<file path="src/rtl/if_fetch_queue_pkg.sv">
// Shared types and constants for the instruction-fetch queue.
// A fetch entry pairs a returned instruction word with the PC it was fetched from.
package if_fetch_queue_pkg;

    localparam int          INST_ADDR_W = 32;
    localparam int          INST_W      = 32;
    localparam logic [31:0] ZERO_WORD   = 32'h0;
    localparam logic [31:0] NOP_INST    = 32'h0;

    typedef struct packed {
        logic [INST_ADDR_W-1:0] pc;
        logic [INST_W-1:0]      inst;
    } fetch_entry_t;

endpackage

</file>
<file path="src/rtl/if_fetch_queue_if.sv">
// Fetch-queue bundle: PC/ROM request side, flush/stall controls and the decode-facing head.
// The slave modport is the fetch queue itself; master is whatever surrounds it.
interface if_fetch_queue_if #(
    parameter int AW = 32,
    parameter int DW = 32,
    parameter int CW = 3
);
    logic [AW-1:0] pc_i;
    logic          ce_i;
    logic          hold_o;
    logic          rom_ce_o;
    logic [AW-1:0] rom_addr_o;
    logic [DW-1:0] rom_data_i;
    logic          flush_i;
    logic          stall_i;
    logic          id_valid_o;
    logic [AW-1:0] id_pc_o;
    logic [DW-1:0] id_inst_o;
    logic [CW-1:0] count_o;

    modport slave (
        input  pc_i, ce_i, rom_data_i, flush_i, stall_i,
        output hold_o, rom_ce_o, rom_addr_o, id_valid_o, id_pc_o, id_inst_o, count_o
    );

    modport master (
        output pc_i, ce_i, rom_data_i, flush_i, stall_i,
        input  hold_o, rom_ce_o, rom_addr_o, id_valid_o, id_pc_o, id_inst_o, count_o
    );
endinterface

</file>
<file path="src/rtl/if_fetch_queue_fetch_fifo.sv">
// Synchronous DEPTH-entry FIFO of fetch entries with a clear that empties it in one edge.
// The caller guarantees no push when full and no pop when empty.
module fetch_fifo
    import if_fetch_queue_pkg::*;
#(
    parameter int DEPTH = 4
) (
    input  logic                       clk,
    input  logic                       rst,
    input  logic                       clear,
    input  logic                       push,
    input  fetch_entry_t               push_entry,
    input  logic                       pop,
    output fetch_entry_t               head,
    output logic [$clog2(DEPTH):0]     count
);
    localparam int PW = $clog2(DEPTH);
    localparam int CW = PW + 1;

    fetch_entry_t    mem_r [DEPTH];
    logic [PW-1:0]   rptr_r;
    logic [PW-1:0]   wptr_r;
    logic [CW-1:0]   count_r;

    // Entry storage; contents are don't-care after reset so it carries no reset.
    always_ff @(posedge clk) begin
        if (push && !clear && !rst) begin
            mem_r[wptr_r] <= push_entry;
        end
    end

    // Pointers and occupancy; pointers wrap naturally since DEPTH is a power of two.
    always_ff @(posedge clk) begin
        if (rst || clear) begin
            rptr_r  <= {PW{1'b0}};
            wptr_r  <= {PW{1'b0}};
            count_r <= {CW{1'b0}};
        end else begin
            if (push) begin
                wptr_r <= wptr_r + PW'(1);
            end
            if (pop) begin
                rptr_r <= rptr_r + PW'(1);
            end
            case ({push, pop})
                2'b10:   count_r <= count_r + CW'(1);
                2'b01:   count_r <= count_r - CW'(1);
                default: count_r <= count_r;
            endcase
        end
    end

    assign head  = mem_r[rptr_r];
    assign count = count_r;

endmodule

</file>
<file path="src/rtl/if_fetch_queue.sv">
// Instruction-fetch stage: issues ROM reads for each PC, tags returning words with their PC,
// buffers them for decode, back-pressures the PC producer and discards everything on a flush.
module if_fetch_queue
    import if_fetch_queue_pkg::*;
#(
    parameter int DEPTH = 4,
    parameter int AW    = INST_ADDR_W,
    parameter int DW    = INST_W
) (
    input  logic             clk,
    input  logic             rst,
    if_fetch_queue_if.slave  bus
);
    localparam int CW = $clog2(DEPTH) + 1;

    logic          inflight_v_r;
    logic [AW-1:0] inflight_pc_r;
    logic [CW:0]   pending_s;
    logic          hold_s;
    logic          rom_ce_s;
    logic          id_valid_s;
    logic          push_s;
    logic          pop_s;
    fetch_entry_t  push_entry_s;
    fetch_entry_t  head_s;
    logic [CW-1:0] count_s;

    // Request, hold and handshake decode. Hold counts the in-flight word but ignores a
    // same-cycle pop, so a returning word always finds a free slot.
    always_comb begin
        pending_s         = {1'b0, count_s} + {{CW{1'b0}}, inflight_v_r};
        hold_s            = ~rst & (pending_s >= (CW+1)'(DEPTH));
        rom_ce_s          = bus.ce_i & ~hold_s & ~bus.flush_i & ~rst;
        id_valid_s        = (count_s != {CW{1'b0}}) & ~bus.flush_i & ~rst;
        push_s            = inflight_v_r & ~bus.flush_i;
        pop_s             = id_valid_s & ~bus.stall_i;
        push_entry_s.pc   = inflight_pc_r;
        push_entry_s.inst = bus.rom_data_i;
    end

    // In-flight tracker: the ROM answers one cycle after the request, so remember its PC.
    always_ff @(posedge clk) begin
        if (rst) begin
            inflight_v_r  <= 1'b0;
            inflight_pc_r <= {AW{1'b0}};
        end else begin
            inflight_v_r  <= rom_ce_s;
            inflight_pc_r <= bus.pc_i;
        end
    end

    fetch_fifo #(
        .DEPTH (DEPTH)
    ) u_fifo (
        .clk        (clk),
        .rst        (rst),
        .clear      (bus.flush_i),
        .push       (push_s),
        .push_entry (push_entry_s),
        .pop        (pop_s),
        .head       (head_s),
        .count      (count_s)
    );

    assign bus.hold_o     = hold_s;
    assign bus.rom_ce_o   = rom_ce_s;
    assign bus.rom_addr_o = bus.pc_i;
    assign bus.id_valid_o = id_valid_s;
    assign bus.id_pc_o    = id_valid_s ? head_s.pc   : ZERO_WORD;
    assign bus.id_inst_o  = id_valid_s ? head_s.inst : NOP_INST;
    assign bus.count_o    = count_s;

endmodule

</file>
<file path="src/flat_wrapper.sv">
// flat-port wrapper written by rule: the top's interface ports become plain ports
module if_fetch_queue_flat import if_fetch_queue_pkg::*;
#(
    parameter int DEPTH = 4,
    parameter int AW    = INST_ADDR_W,
    parameter int DW    = INST_W
)
  (clk, rst, bus_pc_i, bus_ce_i, bus_rom_data_i, bus_flush_i, bus_stall_i, bus_hold_o, bus_rom_ce_o, bus_rom_addr_o, bus_id_valid_o, bus_id_pc_o, bus_id_inst_o, bus_count_o);
  if_fetch_queue_if #(.AW(AW), .DW(DW), .CW((3))) bus_i ();
  input  logic clk;
  input  logic rst;
  input wire logic [$bits(bus_i.pc_i)-1:0] bus_pc_i;
  input wire logic [$bits(bus_i.ce_i)-1:0] bus_ce_i;
  input wire logic [$bits(bus_i.rom_data_i)-1:0] bus_rom_data_i;
  input wire logic [$bits(bus_i.flush_i)-1:0] bus_flush_i;
  input wire logic [$bits(bus_i.stall_i)-1:0] bus_stall_i;
  output wire logic [$bits(bus_i.hold_o)-1:0] bus_hold_o;
  output wire logic [$bits(bus_i.rom_ce_o)-1:0] bus_rom_ce_o;
  output wire logic [$bits(bus_i.rom_addr_o)-1:0] bus_rom_addr_o;
  output wire logic [$bits(bus_i.id_valid_o)-1:0] bus_id_valid_o;
  output wire logic [$bits(bus_i.id_pc_o)-1:0] bus_id_pc_o;
  output wire logic [$bits(bus_i.id_inst_o)-1:0] bus_id_inst_o;
  output wire logic [$bits(bus_i.count_o)-1:0] bus_count_o;
  assign bus_i.pc_i = bus_pc_i;
  assign bus_i.ce_i = bus_ce_i;
  assign bus_i.rom_data_i = bus_rom_data_i;
  assign bus_i.flush_i = bus_flush_i;
  assign bus_i.stall_i = bus_stall_i;
  assign bus_hold_o = bus_i.hold_o;
  assign bus_rom_ce_o = bus_i.rom_ce_o;
  assign bus_rom_addr_o = bus_i.rom_addr_o;
  assign bus_id_valid_o = bus_i.id_valid_o;
  assign bus_id_pc_o = bus_i.id_pc_o;
  assign bus_id_inst_o = bus_i.id_inst_o;
  assign bus_count_o = bus_i.count_o;
  if_fetch_queue #(.DEPTH(DEPTH), .AW(AW), .DW(DW)) u_core (.clk(clk), .rst(rst), .bus(bus_i));
endmodule
</file>
<file path="config.mk">
export PLATFORM = sky130hd
export DESIGN_NAME = if_fetch_queue_flat
export DESIGN_NICKNAME = d
export VERILOG_FILES = /design/src/rtl/if_fetch_queue_pkg.sv /design/src/rtl/if_fetch_queue_if.sv /design/src/rtl/if_fetch_queue_fetch_fifo.sv /design/src/rtl/if_fetch_queue.sv /design/src/flat_wrapper.sv
export SDC_FILE = /design/constraint.sdc
export NUM_CORES = 1
export LEC_CHECK = 0
export BUFFER_PORTS_ARGS = -buffer_cell sky130_fd_sc_hd__buf_2
export CORE_ASPECT_RATIO = 1.2
export CORE_MARGIN = 5
export CORE_UTILIZATION = 50
export DETAILED_ROUTE_END_ITERATION = 7
export PLACE_DENSITY = 0.74
export SLEW_MARGIN = 30
export SYNTH_ARGS = -nofsm -noshare
export SYNTH_HDL_FRONTEND = slang
export SYNTH_SLANG_ARGS = --single-unit
</file>
<file path="constraint.sdc">
create_clock -name clk -period 5.6 [get_ports clk]
set_clock_uncertainty 0.05 [all_clocks]
set_input_delay 0.28 -clock clk [delete_from_list [all_inputs] [get_ports clk]]
set_output_delay 0.28 -clock clk [all_outputs]
set_load 0.005 [all_outputs]
</file>
==> flow_metrics.py <==
metrics = {
    "logic_synthesis": {
        "ys_ff_latch": 298,
        "synth.cell_area_mm2": 0.01131,
        "synth_cells": 562,
        "async_flop_share_pct": 0,
        "ys.flop_type": "edfxtp_1",
        "synth_edf_count": 256,
        "ys_seq_area_share_pct": 75.42,
        "post_synth_num_cell_types": 30,
        "synth.net_count": 637,
        "ys.warnings.count": 0,
        "synth_area_per_cell_um2": 20.12,
    },
    "clocking": {
        "ctsResizeCount": 0,
        "cts_made_buffers": 27,
        "cts_max_level": 1,
        "cts_tree": "built",
        "cts_sinks": 298,
        "ctsHoldBuffers": 63,
        "clk_latency_ps": 520,
        "cts_setup_buffers": 0,
        "cts_root_buffer": "clkbuf_16",
        "path_clk_slew_ps": 60,
        "clockBufferDepth": 3,
    },
    "floorplan": {
        "die_h_um": 174.7,
        "core-area_mm2": 0.02237,
        "die_x_um": 147.3,
        "placementRows": 60,
        "fp.dieArea_mm2": 0.02573,
        "initial_utilization_pct": 50.54,
        "ios": 171,
    },
    "finish": {
        "fin_cells": 1072,
        "fillers": 1620,
        "area_delta_synth_final_pct": 20.86,
        "nets": 848,
        "drive_gt1_share_pct": 35.69,
        "diodes": 0,
    },
    "global_route": {
        "grt_antenna_before_repair": 0,
        "use_met1_pct": 22.31,
        "grt_busiest_layer": "met2",
        "use_met3_pct": 2.698,
        "grt_overflow_total": 0,
        "grt_pass1_vias": 6209,
        "met2_usage_pct": 28.11,
        "grt_usage_pct": 16.37,
        "grt_max_degree": 66,
        "grt_pass1_wl_um": 33420,
    },
    "worst_setup_path": {
        "worstPathRequired_ps": 5270,
        "critPathLaunchType": "register",
        "worst-path-max-fanout": 37,
        "cp-end-kind": "primary output",
        "path_class": "register to primary output",
        "cp.arrival_ps": 2930,
    },
    "timing": {
        "tns_ps": 0,
        "finalSetupViolCount": 0,
        "fin_crit_ps": 3255,
        "maxClockFrequency_mhz": 307.2,
        "tightest_slew_ps": 768.2,
        "slew_violations": 0,
        "post-route-period-util_pct": 58.13,
        "slew_headroom_pct": 48.78,
        "hold_violations": 0,
        "rsz0062_at_grt": "no",
    },
    "run": {
        "maxCapViolCount": 0,
    },
    "power": {
        "power_mw": 4.245,
        "leakage_nw": 4.861,
        "vdd_drop_max_mv": 0.1951,
        "powerDensity_mw_per_mm2": 310.6,
    },
    "min_path": {
        "hold_class": "input pin to register",
    },
    "route": {
        "postRouteAntennaNets": 0,
        "drt-total-wl_um": 20890,
        "wl_per_cell_um": 19.49,
        "drc": 0,
        "vias": 5583,
        "drt_first_pass_iters": 5,
        "avgViaCountPerCell": 5.208,
        "drtIter0Drc": 340,
    },
    "status": {
        "status": "finished clean",
    },
    "placed_design": {
        "hpwl_um": 12450,
        "placed_cells": 959,
        "port_buffers": 170,
        "gp_congestion": 0.7302,
    },
}
-- flip-flops by register name, indices dropped and copies added (netlist names), named ones only --
register	count
u_core.u_fifo.rptr_r	2
u_core.u_fifo.count	3
u_core.u_fifo.mem_r	256
u_core.inflight_pc_r	32
u_core.u_fifo.wptr_r	2
u_core.inflight_v_r	1
-- where the power goes --
part / internal (mW) / switching [mW] / total [mW]
Clock: 0.949 / 0.738 / 1.69
Combinational: 0.0697 / 0.0496 / 0.119
Sequential: 2.42 / 0.0143 / 2.44
-- layout by cell type, fill, tap and decap left out, types with 2 or more instances in the layout --
cell	netlist	final
dlygate4sd3_1	0	63
and2_1	68	64
o31ai_1	2	2
dfxtp_1	42	40
buf_12	0	5
nor2b_1	32	32
inv_1	6	5
dfxtp_4	0	2
o21ai_0	2	2
edfxtp_1	256	256
clkbuf_16	0	27
xor2_1	2	2
buf_2	7	170
mux4_2	61	61
a21oi_1	3	3
ha_1	5	5
nor2_1	9	9
nand2b_1	2	2
and3_1	2	2
and2_4	0	4
mux4_1	3	3
clkinv_2	0	5
clkbuf_1	5	9
or3_1	2	2
clkinv_1	0	4
-- cell type report --
type	count	area [um^2]	share of cell area, %
clock buffer	37	723.2	5.292
tap	279	349.1	2.554
inverter	6	25.02	0.1831
clock inverter	12	86.33	0.6318
timing repair buffer	239	1589	11.63
multi-input combinational	201	2357	17.25
sequential	298	8536	62.46
-- worst paths after layout --
| path | start | endpoint | slack [ps] | cells past startpoint |
|---|---|---|---|---|
| worst max register to register | u_core.u_fifo.count[0]$_SDFFE_PP0P_ | u_core.u_fifo.count[2]$_SDFFE_PP0P_ | 3280 | 9 |
| worst max-delay path | register | bus_id_pc_o[31] | 2340 | 4 |
| worst min register to register | u_core.inflight_pc_r[25]$_SDFF_PP0_ | u_core.u_fifo.mem_r[2][57]$_DFFE_PP_ | 420 | 0 |
| worst min-delay path | bus_pc_i[11] | u_core.inflight_pc_r[11]$_SDFF_PP0_ | 20 | 2 |
-- metal layers --
metal | part of all wire [%] | wire [um] | vias up
met2 | 51 | 10740 | 184
met1 | 42 | 8729 | 2813
li1 | - | - | 2560
met3 | 5.4 | 1137 | 26
met4 | 1.4 | 286 | 0
met5 | 0 | 0 | -
-- critical path: stages, from the launching register on --
cell,delay [ps]
dfxtp_4,860
buf_4,600
mux4_1,620
and2_1,170
buf_2,130
-- cells in the mapped netlist, types with 2 or more instances --
library cell | n | area [um^2]
edfxtp_1 | 256 | 7687
and2_1 | 68 | 425.4
mux4_2 | 61 | 1374
dfxtp_1 | 42 | 840.8
buf_4 | 33 | 247.7
nor2b_1 | 32 | 200.2
nor2_1 | 9 | 33.78
buf_2 | 7 | 35.03
buf_6 | 6 | 67.56
inv_1 | 6 | 22.52
clkbuf_1 | 5 | 18.77
clkbuf_2 | 5 | 25.02
ha_1 | 5 | 62.56
a21oi_1 | 3 | 15.01
mux4_1 | 3 | 78.83
and3_1 | 2 | 12.51
nand2b_1 | 2 | 12.51
o21ai_0 | 2 | 10.01
o31ai_1 | 2 | 15.01
or3_1 | 2 | 12.51
xor2_1 | 2 | 17.52
-- cells by family (layout without fill, tap and decap cells) --
| group | Yosys count | in the layout | synth area share [%] |
|---|---|---|---|
| AO/OA/AOI/OAI | 9 | 9 | 0.4758 |
| XOR/XNOR | 3 | 3 | 0.2324 |
| adder cells (fa/ha/maj) | 6 | 6 | 0.7303 |
| buffers and inverters | 63 | 294 | 3.818 |
| flip-flops | 298 | 298 | 75.42 |
| multiplexers | 65 | 65 | 12.94 |
| AND/OR/NAND/NOR | 118 | 118 | 6.385 |
-- stage by stage --
stage          hold slack, ps  setup slack [ps]  cell area, um^2  util [%]
2_1_floorplan           301.6              2983            11310         -
3_3_place_gp            395.4              2765            12120     54.19
3_5_place_dp            411.9              2761            12210     54.56
4_1_cts                 6.683              2199            13650     61.00
5_1_grt                 13.79              2029            13670     61.09
6_report                18.09              2345            13670     61.09
(Power assumes the default switching activity.)
